--- config.mk ---
export PLATFORM = sky130hd
export DESIGN_NAME = note_hit_detector
export DESIGN_NICKNAME = d
export VERILOG_FILES = /design/src/rtl/note_pkg.sv /design/src/rtl/popcount32.sv /design/src/rtl/note_hit_detector.sv
export SDC_FILE = /design/constraint.sdc
export NUM_CORES = 1
export LEC_CHECK = 0
export ABC_CLOCK_PERIOD_IN_PS = 28000
export BUFFER_PORTS_ARGS = -buffer_cell sky130_fd_sc_hd__buf_2
export CAP_MARGIN = 40
export CORE_MARGIN = 2
export CORE_UTILIZATION = 45
export DETAILED_ROUTE_END_ITERATION = 10
export GPL_TIMING_DRIVEN = 0
export HOLD_SLACK_MARGIN = 0.03
export PLACE_DENSITY_LB_ADDON = 0.2
export SLEW_MARGIN = 20
export SYNTH_ARGS = -nofsm -noshare
export SYNTH_HDL_FRONTEND = slang
export SYNTH_SLANG_ARGS = --single-unit
--- constraint.sdc ---
create_clock -name clk_in -period 28 [get_ports clk_in]
set_clock_uncertainty 0.15 [all_clocks]
set_input_delay 7 -clock clk_in [delete_from_list [all_inputs] [get_ports clk_in]]
set_output_delay 7 -clock clk_in [all_outputs]
set_load 0.05 [all_outputs]
--- src/rtl/note_pkg.sv ---
// Shared types and constants for the note hit detector.
package note_pkg;

  localparam int N_SLOTS = 32;
  localparam int NOTE_XW = 10;
  localparam int SCORE_W = 16;
  localparam logic [NOTE_XW-1:0] NOTE_INACTIVE = 10'd0;

  typedef enum logic [1:0] {
    ST_IDLE   = 2'd0,
    ST_ARM    = 2'd1,
    ST_SCAN   = 2'd2,
    ST_REPORT = 2'd3
  } state_e;

endpackage

--- src/rtl/popcount32.sv ---
// Combinational population count of a 32-bit vector.
module popcount32 (
  input  logic [31:0] bits_in,
  output logic [5:0]  count
);

  // Sum the set bits.
  always_comb begin
    count = 6'd0;
    for (int i = 0; i < 32; i++) begin
      count = count + {5'd0, bits_in[i]};
    end
  end

endmodule

--- src/rtl/note_hit_detector.sv ---
// Scans 32 note slots per frame against a latched cursor and scores overlaps.
// Optional macro NOTE_HIT_EDGE_EN: score only slots that were not already hit last scan.
module note_hit_detector
  import note_pkg::*;
#(
  parameter logic [9:0] TOL     = 10'd16,
  parameter int         N_SLOTS = 32
) (
  input  logic                 clk_in,
  input  logic                 rst,
  input  logic [5:0]           slot_cnt,
  input  logic [NOTE_XW-1:0]   note_x,
  input  logic                 frame_start,
  input  logic [NOTE_XW-1:0]   cursor_x,
  input  logic                 cursor_valid,
  output logic [N_SLOTS-1:0]   hit_mask,
  output logic                 hit_valid,
  output logic [SCORE_W-1:0]   score,
  output logic                 busy
);

  state_e               state_r;
  state_e               state_nxt_s;
  logic [N_SLOTS-1:0]   scratch_r;
  logic [N_SLOTS-1:0]   scratch_nxt_s;
  logic [N_SLOTS-1:0]   new_hits_s;
  logic [NOTE_XW-1:0]   cur_x_r;
  logic                 cur_v_r;
  logic [N_SLOTS-1:0]   hit_mask_r;
  logic                 hit_valid_r;
  logic [SCORE_W-1:0]   score_r;
  logic [SCORE_W-1:0]   score_nxt_s;
  logic                 busy_r;
  logic [4:0]           aligned_s;
  logic [NOTE_XW:0]     diff_s;
  logic                 hit_s;
  logic                 sample_s;
  logic                 last_s;
  logic [5:0]           pop_s;
  logic [SCORE_W:0]     sum_s;

  // note_x lags slot_cnt by one, so the slot being presented is slot_cnt - 1.
  assign aligned_s = 5'(slot_cnt - 6'd1);

  // Overlap test with an 11-bit unsigned magnitude so nothing wraps.
  always_comb begin
    if ({1'b0, note_x} >= {1'b0, cur_x_r}) begin
      diff_s = {1'b0, note_x} - {1'b0, cur_x_r};
    end else begin
      diff_s = {1'b0, cur_x_r} - {1'b0, note_x};
    end
    hit_s = cur_v_r && (note_x != NOTE_INACTIVE) && (diff_s <= {1'b0, TOL});
  end

  // Sampling window: the ARM cycle that sees slot 0, then every SCAN cycle.
  always_comb begin
    sample_s      = ((state_r == ST_ARM) && (aligned_s == 5'd0)) || (state_r == ST_SCAN);
    last_s        = (state_r == ST_SCAN) && (aligned_s == 5'd31);
    scratch_nxt_s = scratch_r;
    if (sample_s) begin
      scratch_nxt_s[aligned_s] = hit_s;
    end else begin
      scratch_nxt_s = scratch_r;
    end
  end

  // Next-state decode; frame_start is only honoured in IDLE.
  always_comb begin
    state_nxt_s = state_r;
    case (state_r)
      ST_IDLE:   if (frame_start) state_nxt_s = ST_ARM;
                 else             state_nxt_s = ST_IDLE;
      ST_ARM:    if (aligned_s == 5'd0) state_nxt_s = ST_SCAN;
                 else                   state_nxt_s = ST_ARM;
      ST_SCAN:   if (aligned_s == 5'd31) state_nxt_s = ST_REPORT;
                 else                    state_nxt_s = ST_SCAN;
      ST_REPORT: state_nxt_s = ST_IDLE;
      default:   state_nxt_s = ST_IDLE;
    endcase
  end

`ifdef NOTE_HIT_EDGE_EN
  assign new_hits_s = scratch_nxt_s & ~hit_mask_r;
`else
  assign new_hits_s = scratch_nxt_s;
`endif

  popcount32 u_popcount (
    .bits_in (new_hits_s),
    .count   (pop_s)
  );

  // Saturating score accumulation.
  always_comb begin
    sum_s = {1'b0, score_r} + {11'd0, pop_s};
    if (sum_s[SCORE_W]) begin
      score_nxt_s = 16'hFFFF;
    end else begin
      score_nxt_s = sum_s[SCORE_W-1:0];
    end
  end

  // State, cursor latch, scratch mask and registered outputs.
  always_ff @(posedge clk_in) begin
    if (rst) begin
      state_r     <= ST_IDLE;
      scratch_r   <= '0;
      cur_x_r     <= 10'd0;
      cur_v_r     <= 1'b0;
      hit_mask_r  <= '0;
      hit_valid_r <= 1'b0;
      score_r     <= 16'd0;
      busy_r      <= 1'b0;
    end else begin
      state_r     <= state_nxt_s;
      busy_r      <= (state_nxt_s == ST_ARM) || (state_nxt_s == ST_SCAN);
      hit_valid_r <= last_s;
      if ((state_r == ST_IDLE) && frame_start) begin
        cur_x_r   <= cursor_x;
        cur_v_r   <= cursor_valid;
        scratch_r <= '0;
      end else if (sample_s) begin
        scratch_r <= scratch_nxt_s;
      end
      // Results land on the edge into REPORT so hit_valid is high during REPORT.
      if (last_s) begin
        hit_mask_r <= scratch_nxt_s;
        score_r    <= score_nxt_s;
      end
    end
  end

  assign hit_mask  = hit_mask_r;
  assign hit_valid = hit_valid_r;
  assign score     = score_r;
  assign busy      = busy_r;

endmodule

Word-level counts from Yosys, hierarchy flattened
Cells that the tools add are included.
- flip-flop bits (word level): 95
- latch bits: 0
- bits in writable memories: 0
- bits in read-only memories: 0
- bits of input ports: 30
- output and inout bits: 50
- logic and storage cells: 75
- memories kept: 0
- $add $sub $neg: 35
- multiply operators: 0
- divide/modulo/power cells: 0
- $lt $le $gt $ge: 4
- equal/unequal tests: 6
- shift operators: 0
- multiplexer cells: 10
- bitwise logic cells: 0
- reduce and logical (&&, ||, !) cells: 12
- operator list (operator ; count):
    $add A6 B1 Y6 ; 30
    $bwmux W32 ; 1
    $mux W32 ; 1
    $sub A10 B10 Y11 ; 2
    $add A16 B6 Y17 ; 1
    $mux W16 ; 1
    $le A11 B5 Y1 const B ; 1
    $mux W11 ; 1
    $ge A10 B10 Y1 ; 1
    $reduce_bool A10 Y1 ; 1
    $pmux W2 S4 ; 1
    $eq A2 B2 Y1 const B ; 3
    $logic_and A1 B1 Y1 ; 6
    $lt A5 B6 Y1 const B ; 1
    $demux W1 S5 ; 1
    $eq A5 B5 Y1 const B ; 1
    $ge A5 B1 Y1 const B ; 1
    $logic_not A5 Y1 ; 1
    $sub A5 B1 Y5 const B ; 1
    $eq A2 B1 Y1 const B ; 2
    $mux W1 ; 3
    $add A1 B1 Y2 ; 1
    $logic_not A2 Y1 ; 1
    $logic_or A1 B1 Y1 ; 2
    2 further kinds ; 2

Logic depth before layout (Yosys ltp)
- depth after elaboration: 40
- gate-level depth with buffers: 36
- gate-level depth less buffers: 33

Hierarchy
Synthesis repeated with hierarchy kept, for this count alone.
- cells, all modules: 731
- area, all modules: 6067.1 sq um
- by module, submodules not included (module ; times used ; cells each ; area an instance (sq um) ; seq. area each (sq um)):
    note_hit_detector ; 1 ; 635 ; 5161.2 ; 1901.8
    popcount32 ; 1 ; 96 ; 905.9 ; 0.0

Least setup slack after synthesis
OpenSTA, ideal clock, no wires.
- path type: in2reg
- start point: input port note_x[3]
- end point: register score_r[11] (netlist: score[11])
- library setup time: 0.074 ns
- arrival time: 14.904 ns
- data required time: 27.776 ns
- setup slack: 12.872 ns
- stages: 32
- buffers on the path: 2
- cell sequence: inv_1 > ha_1 > buf_2 > and4_4 > o21a_2 > a2111oi_2 > o22ai_1 > a2111oi_4 > buf_6 > a21oi_1 > a21oi_1 > ha_1 > fa_1 > inv_1 > fa_1 > inv_1 > fa_1 > fa_1 > fa_1 > fa_1 > fa_1 > inv_1 > fa_1 > inv_1 > ha_1 > a21o_1 > a21oi_1 > o21bai_1 > o311ai_1 > nor2_1 > xnor2_1 > o21ai_0
- longest elaborated chain between the ends: 39
- elaborated cells between the ends (all ways): 43
- those cells by class: add/sub: 34; order compare: 2; mux: 4; reduce/logical: 3
- RTL lines (item ; RTL line ; RTL):
    from (decl) ; note_hit_detector.sv:12 ; input logic [NOTE_XW-1:0] note_x,
    $sub A10 B10 Y11 (tied with other cells) ; note_hit_detector.sv:50 ; diff_s = {1'b0, cur_x_r} - {1'b0, note_x};
    $mux W11 ; note_hit_detector.sv:47 ; if ({1'b0, note_x} >= {1'b0, cur_x_r}) begin
    $le A11 B5 Y1 ; note_hit_detector.sv:52 ; hit_s = cur_v_r && (note_x != NOTE_INACTIVE) && (diff_s <= {1'b0, TOL});
    $logic_and A1 B1 Y1 * ; note_hit_detector.sv:52 ;
    $bwmux W32 * ; note_hit_detector.sv:61 ; scratch_nxt_s[aligned_s] = hit_s;
    $mux W32 * ; note_hit_detector.sv:60 ; if (sample_s) begin
    named net new_hits_s[0] ; note_hit_detector.sv:26 ; logic [N_SLOTS-1:0] new_hits_s;
    $add A1 B1 Y2 * ; popcount32.sv:11 ; count = count + {5'd0, bits_in[i]};
    $add A6 B1 Y6 * (30 in series) ; popcount32.sv:11 ;
    $add A16 B6 Y17 * ; note_hit_detector.sv:95 ; sum_s = {1'b0, score_r} + {11'd0, pop_s};
    $mux W16 * ; note_hit_detector.sv:96 ; if (sum_s[SCORE_W]) begin
    to (signal assigned) ; note_hit_detector.sv:128 ; score_r <= score_nxt_s;
    to (decl) ; note_hit_detector.sv:31 ; logic [SCORE_W-1:0] score_r;
The timed path passes the listed nets; every way through them passes the cells marked *.
A chain may end at the register's enable or synchronous reset.

Worst setup path after layout
- start point: input port note_x[6]
- end point: register score_r[13] (netlist: score[13])
Same word-level chain as after synthesis.

==> results.py <==
metrics = {
    "yosys": {
        "syn-mean-instance-area_um2": 7.996,
        "post_synth_inst_count": 763,
        "synth-edff-count": 0,
        "synth_cell_type_count": 62,
        "netlist_area_um2": 6101,
        "ys_seq_area_share_pct": 31.17,
        "synth-warning-count": 0,
        "synth-async-reset-ratio_pct": 0,
        "postSynthRegisterBits": 95,
        "ys.flop_type": "dfxtp_1",
        "nets_in_the_synthesized_netlist": 852,
    },
    "pwr": {
        "leakagePower_uw": 0.002962,
        "share_clk_of_total_power_pct": 40.9,
        "peakVddDrop_mv": 0.02284,
        "pwr_density_cell_nw_per_um2": 42.21,
        "net-switching-power_uw": 83.08,
        "share_seq_of_total_power_pct": 46.5,
        "internal_power_uw": 212.0,
        "comb_power_share_pct": 12.6,
        "swShare_pct": 28.15,
    },
    "die": {
        "die-height_um": 120.4,
        "ioPinCount": 80,
        "die_width_um": 120.4,
        "floorplan.rows": 42,
        "initial_core_util_pct": 46.07,
        "design.die.area_um2": 14500,
        "floorplan.core_area_um2": 13240,
    },
    "worst_setup_path": {
        "critPathTopFamily": "adder cells",
        "crit_buf_inv": 9,
        "cp_data_required_time_ps": 28060,
        "crit_path_launch_type": "input pin",
        "worst_r2r_endpoint": "score[13]",
        "reg2reg_from": "cur_x_r[6]",
        "worst_path_largest_cell_delay_ps": 690,
        "crit_start": "note_x[6]",
        "timing.reg2reg.setup_slack_ps": 18460,
        "worstPathArrival_ps": 16070,
        "crit_cells": 34,
        "critical_path_class": "in -> reg",
        "critPathCapture": "score[13]",
        "crit_path_end_kind": "flip-flop",
        "crit_top_cell": "fa_1",
        "timing.critical_path.fanout_max": 10,
        "critPathSlowestCell": "o311ai_1",
        "r2r_cells": 32,
    },
    "cells_and_area": {
        "antenna_cells": 0,
        "syn2layout_area_growth_pct": 14.58,
        "layout.cell_area.non_filler_um2": 6990,
        "final_layout_size_suffix_gt1_share_pct": 14.25,
        "nNetsFinal": 940,
    },
    "grt": {
        "grt_antenna_before_repair": 0,
        "first_global_vias": 5682,
        "grt_start_max_net_pins": 17,
        "grt_remaining_overflow": 0,
        "grt_util_all_layers_pct": 25.18,
        "grt_first_pass_wirelength_mm": 28.85,
    },
    "clocking": {
        "cts_tree": "done",
        "ctsRootBufferMaster": "clkbuf_16",
        "worst_setup_hold_path_clk_slew_ps": 70,
        "clock_sinks": 95,
        "worst_skew_pair.late_latency_ps": 360,
        "holdBufCountCts": 0,
        "numCtsBuffers": 9,
        "cts.repair_timing.setup_buffer_count": 0,
        "postCtsResizedCells": 0,
        "deepest_clock_path_buffer_count": 2,
        "ctsHtreeMaxLevel": 3,
    },
    "placement": {
        "place.port_buffers": 77,
        "place.detailed.hpwl_mm": 13.53,
        "placed_cell_area_um2": 6706,
        "gp_congestion": 0.9346,
    },
    "timing": {
        "worst_slew_margin_rel_pct": 45.62,
        "period_share_pct": 57.15,
        "sum_of_negative_setup_slack_ps": 0,
        "fin_hold_viols": 0,
        "report.final.slew_viol_count": 0,
        "grt_setup_unrepaired": "false",
        "fmax_mhz": 62.49,
        "tightest_slew_ps": 803.0,
        "min_cycle_time_layout_ps": 16000,
        "final-setup-viol-count": 0,
    },
    "job": {
        "timing.max_cap.violations": 0,
    },
    "detailed_routing": {
        "drtPass1Iterations": 5,
        "drt_iter0_markers": 482,
        "post-route-drc-count": 0,
        "totalWireLength_mm": 17.69,
        "total_via_count_after_detailed_routing": 5835,
        "routedWlPerCell_um": 17.14,
        "vias_per_cell": 5.654,
        "ant_nets": 0,
    },
    "min_path": {
        "min-delay-path-class": "reg -> reg",
        "timing.hold.worst_path_depth": 2,
    },
    "status": {
        "result_of_the_run": "completed",
    },
}
-- worst register-to-register path: cells and delay by family, from the launching register on --
family | cells | cell delay (ps)
fa+ha+maj | 11 | 4720
compound gates | 8 | 2060
buf+inv | 7 | 1030
simple gates | 5 | 910
flops | 1 | 330
xor+xnor | 1 | 180
-- cells in the final DEF (no fill, tap or decap), types with 5 or more instances in the layout --
master	netlist	final
clkbuf_16	0	9
and2_1	6	6
buf_2	12	89
nor2_1	75	75
ha_1	34	34
nand2b_1	5	5
a21oi_1	93	93
a211oi_1	32	32
o21a_1	5	5
nand2_1	93	93
a21boi_1	12	12
clkbuf_1	22	23
o22ai_1	5	5
a311oi_1	5	5
nor3_1	13	13
nor2b_1	7	7
nand4_1	7	7
dfxtp_1	95	95
o21ai_0	33	33
xnor2_1	14	14
o2bb2ai_1	7	7
a31oi_1	13	13
and3_1	5	5
xor2_1	5	5
buf_1	6	6
fa_1	25	25
or2_2	5	5
nor4_1	5	5
a21o_1	15	15
inv_1	56	56
-- worst min-delay path by stage --
stage	start	endpoint	slack [ps]
floorplan	cur_v_r	cur_v_r	290
global placement	hit_mask[17]	hit_mask[17]	290
detailed placement	hit_mask[15]	hit_mask[15]	290
CTS	hit_mask[15]	hit_mask[15]	300
global route	hit_mask[20]	hit_mask[20]	330
finish	hit_mask[15]	hit_mask[15]	300
-- registers in the layout (all words and copies together), names as in the netlist --
signal and flops:
busy 1, cur_v_r 1, cur_x_r 10, hit_mask 32, hit_valid 1, score 16
scratch_r 32, state_r 2
-- per-layer routing --
metal | wire length (um) | vias up | global-route usage [%]
met5 | 0 | - | 0
met4 | 239 | 0 | 7.267
met3 | 1011 | 18 | 4.340
met2 | 8020 | 183 | 40.01
met1 | 8422 | 2790 | 35.23
li1 | - | 2844 | -
-- Yosys cell counts (all sizes together) (2+ instances only) --
cell type	n	area (um2)
a2111oi	6	77.57
a211oi	32	240.2
a21boi	13	97.60
a21o	15	112.6
a21oi	93	465.5
a221oi	2	17.52
a311oi	5	43.79
a31o	4	35.03
a31oi	13	81.33
a41o	2	20.02
and2	6	37.54
and3	5	31.28
and4	2	20.02
buf	20	101.4
clkbuf	22	82.58
dfxtp	95	1902
fa	25	500.5
ha	34	425.4
inv	56	210.2
nand2	94	355.3
nand2b	5	31.28
nand3	4	20.02
nand4	7	43.79
nor2	75	281.5
nor2b	7	43.79
nor3	13	65.06
nor4	5	31.28
o211a	2	20.02
o211ai	4	30.03
o21a	6	46.30
o21ai	34	170.2
o21bai	2	15.01
o22ai	5	31.28
o2bb2ai	7	61.31
or2	5	31.28
or3	3	18.77
or4	3	22.52
xnor2	14	122.6
xor2	5	43.79
-- final cells by class --
cell class | count | area, um2
Tap cell | 176 | 220.2
Buffer | 42 | 183.9
Multi-Input combinational cell | 570 | 3805
Sequential cell | 95 | 1902
Fill cell | 1327 | 6252
Clock buffer | 11 | 242.7
Inverter | 56 | 210.2
Clock inverter | 5 | 41.29
Timing Repair Buffer | 77 | 385.4
-- metrics by stage --
stage	hold WS [ps]	std cells	power [uW]	worst slack, ps	util, %
finish	304.5	1032	295.1	12000	52.79
floorplan	286.4	763	165.3	12870	-
CTS	304.7	1032	297.2	12040	52.79
global placement	290.1	1016	175.9	11730	50.64
global route	334.7	1032	304.8	11410	52.79
detailed placement	294.6	1016	176.7	11680	50.64
-- logic make-up after synthesis --
kind of cell	after synthesis	share of synthesized area (%)
adder cells (fa/ha/maj)	59	15.18
buffers and inverters	98	6.460
AO/OA/AOI/OAI	253	26.81
XOR/XNOR	19	2.728
AND/OR/NAND/NOR	238	17.49
multiplexers	1	0.1641
flip-flops	95	31.17
-- power by group through the flow --
stage | combinational, uW | sequential [uW] | clock, uW
2_1_floorplan | 24.9 | 140 | 0
3_3_place_gp | 35.7 | 140 | 0
3_5_place_dp | 36.5 | 140 | 0
4_1_cts | 36.7 | 137 | 123
5_1_grt | 41.2 | 137 | 126
6_report | 37.3 | 137 | 121
(Power assumes the default switching activity.)
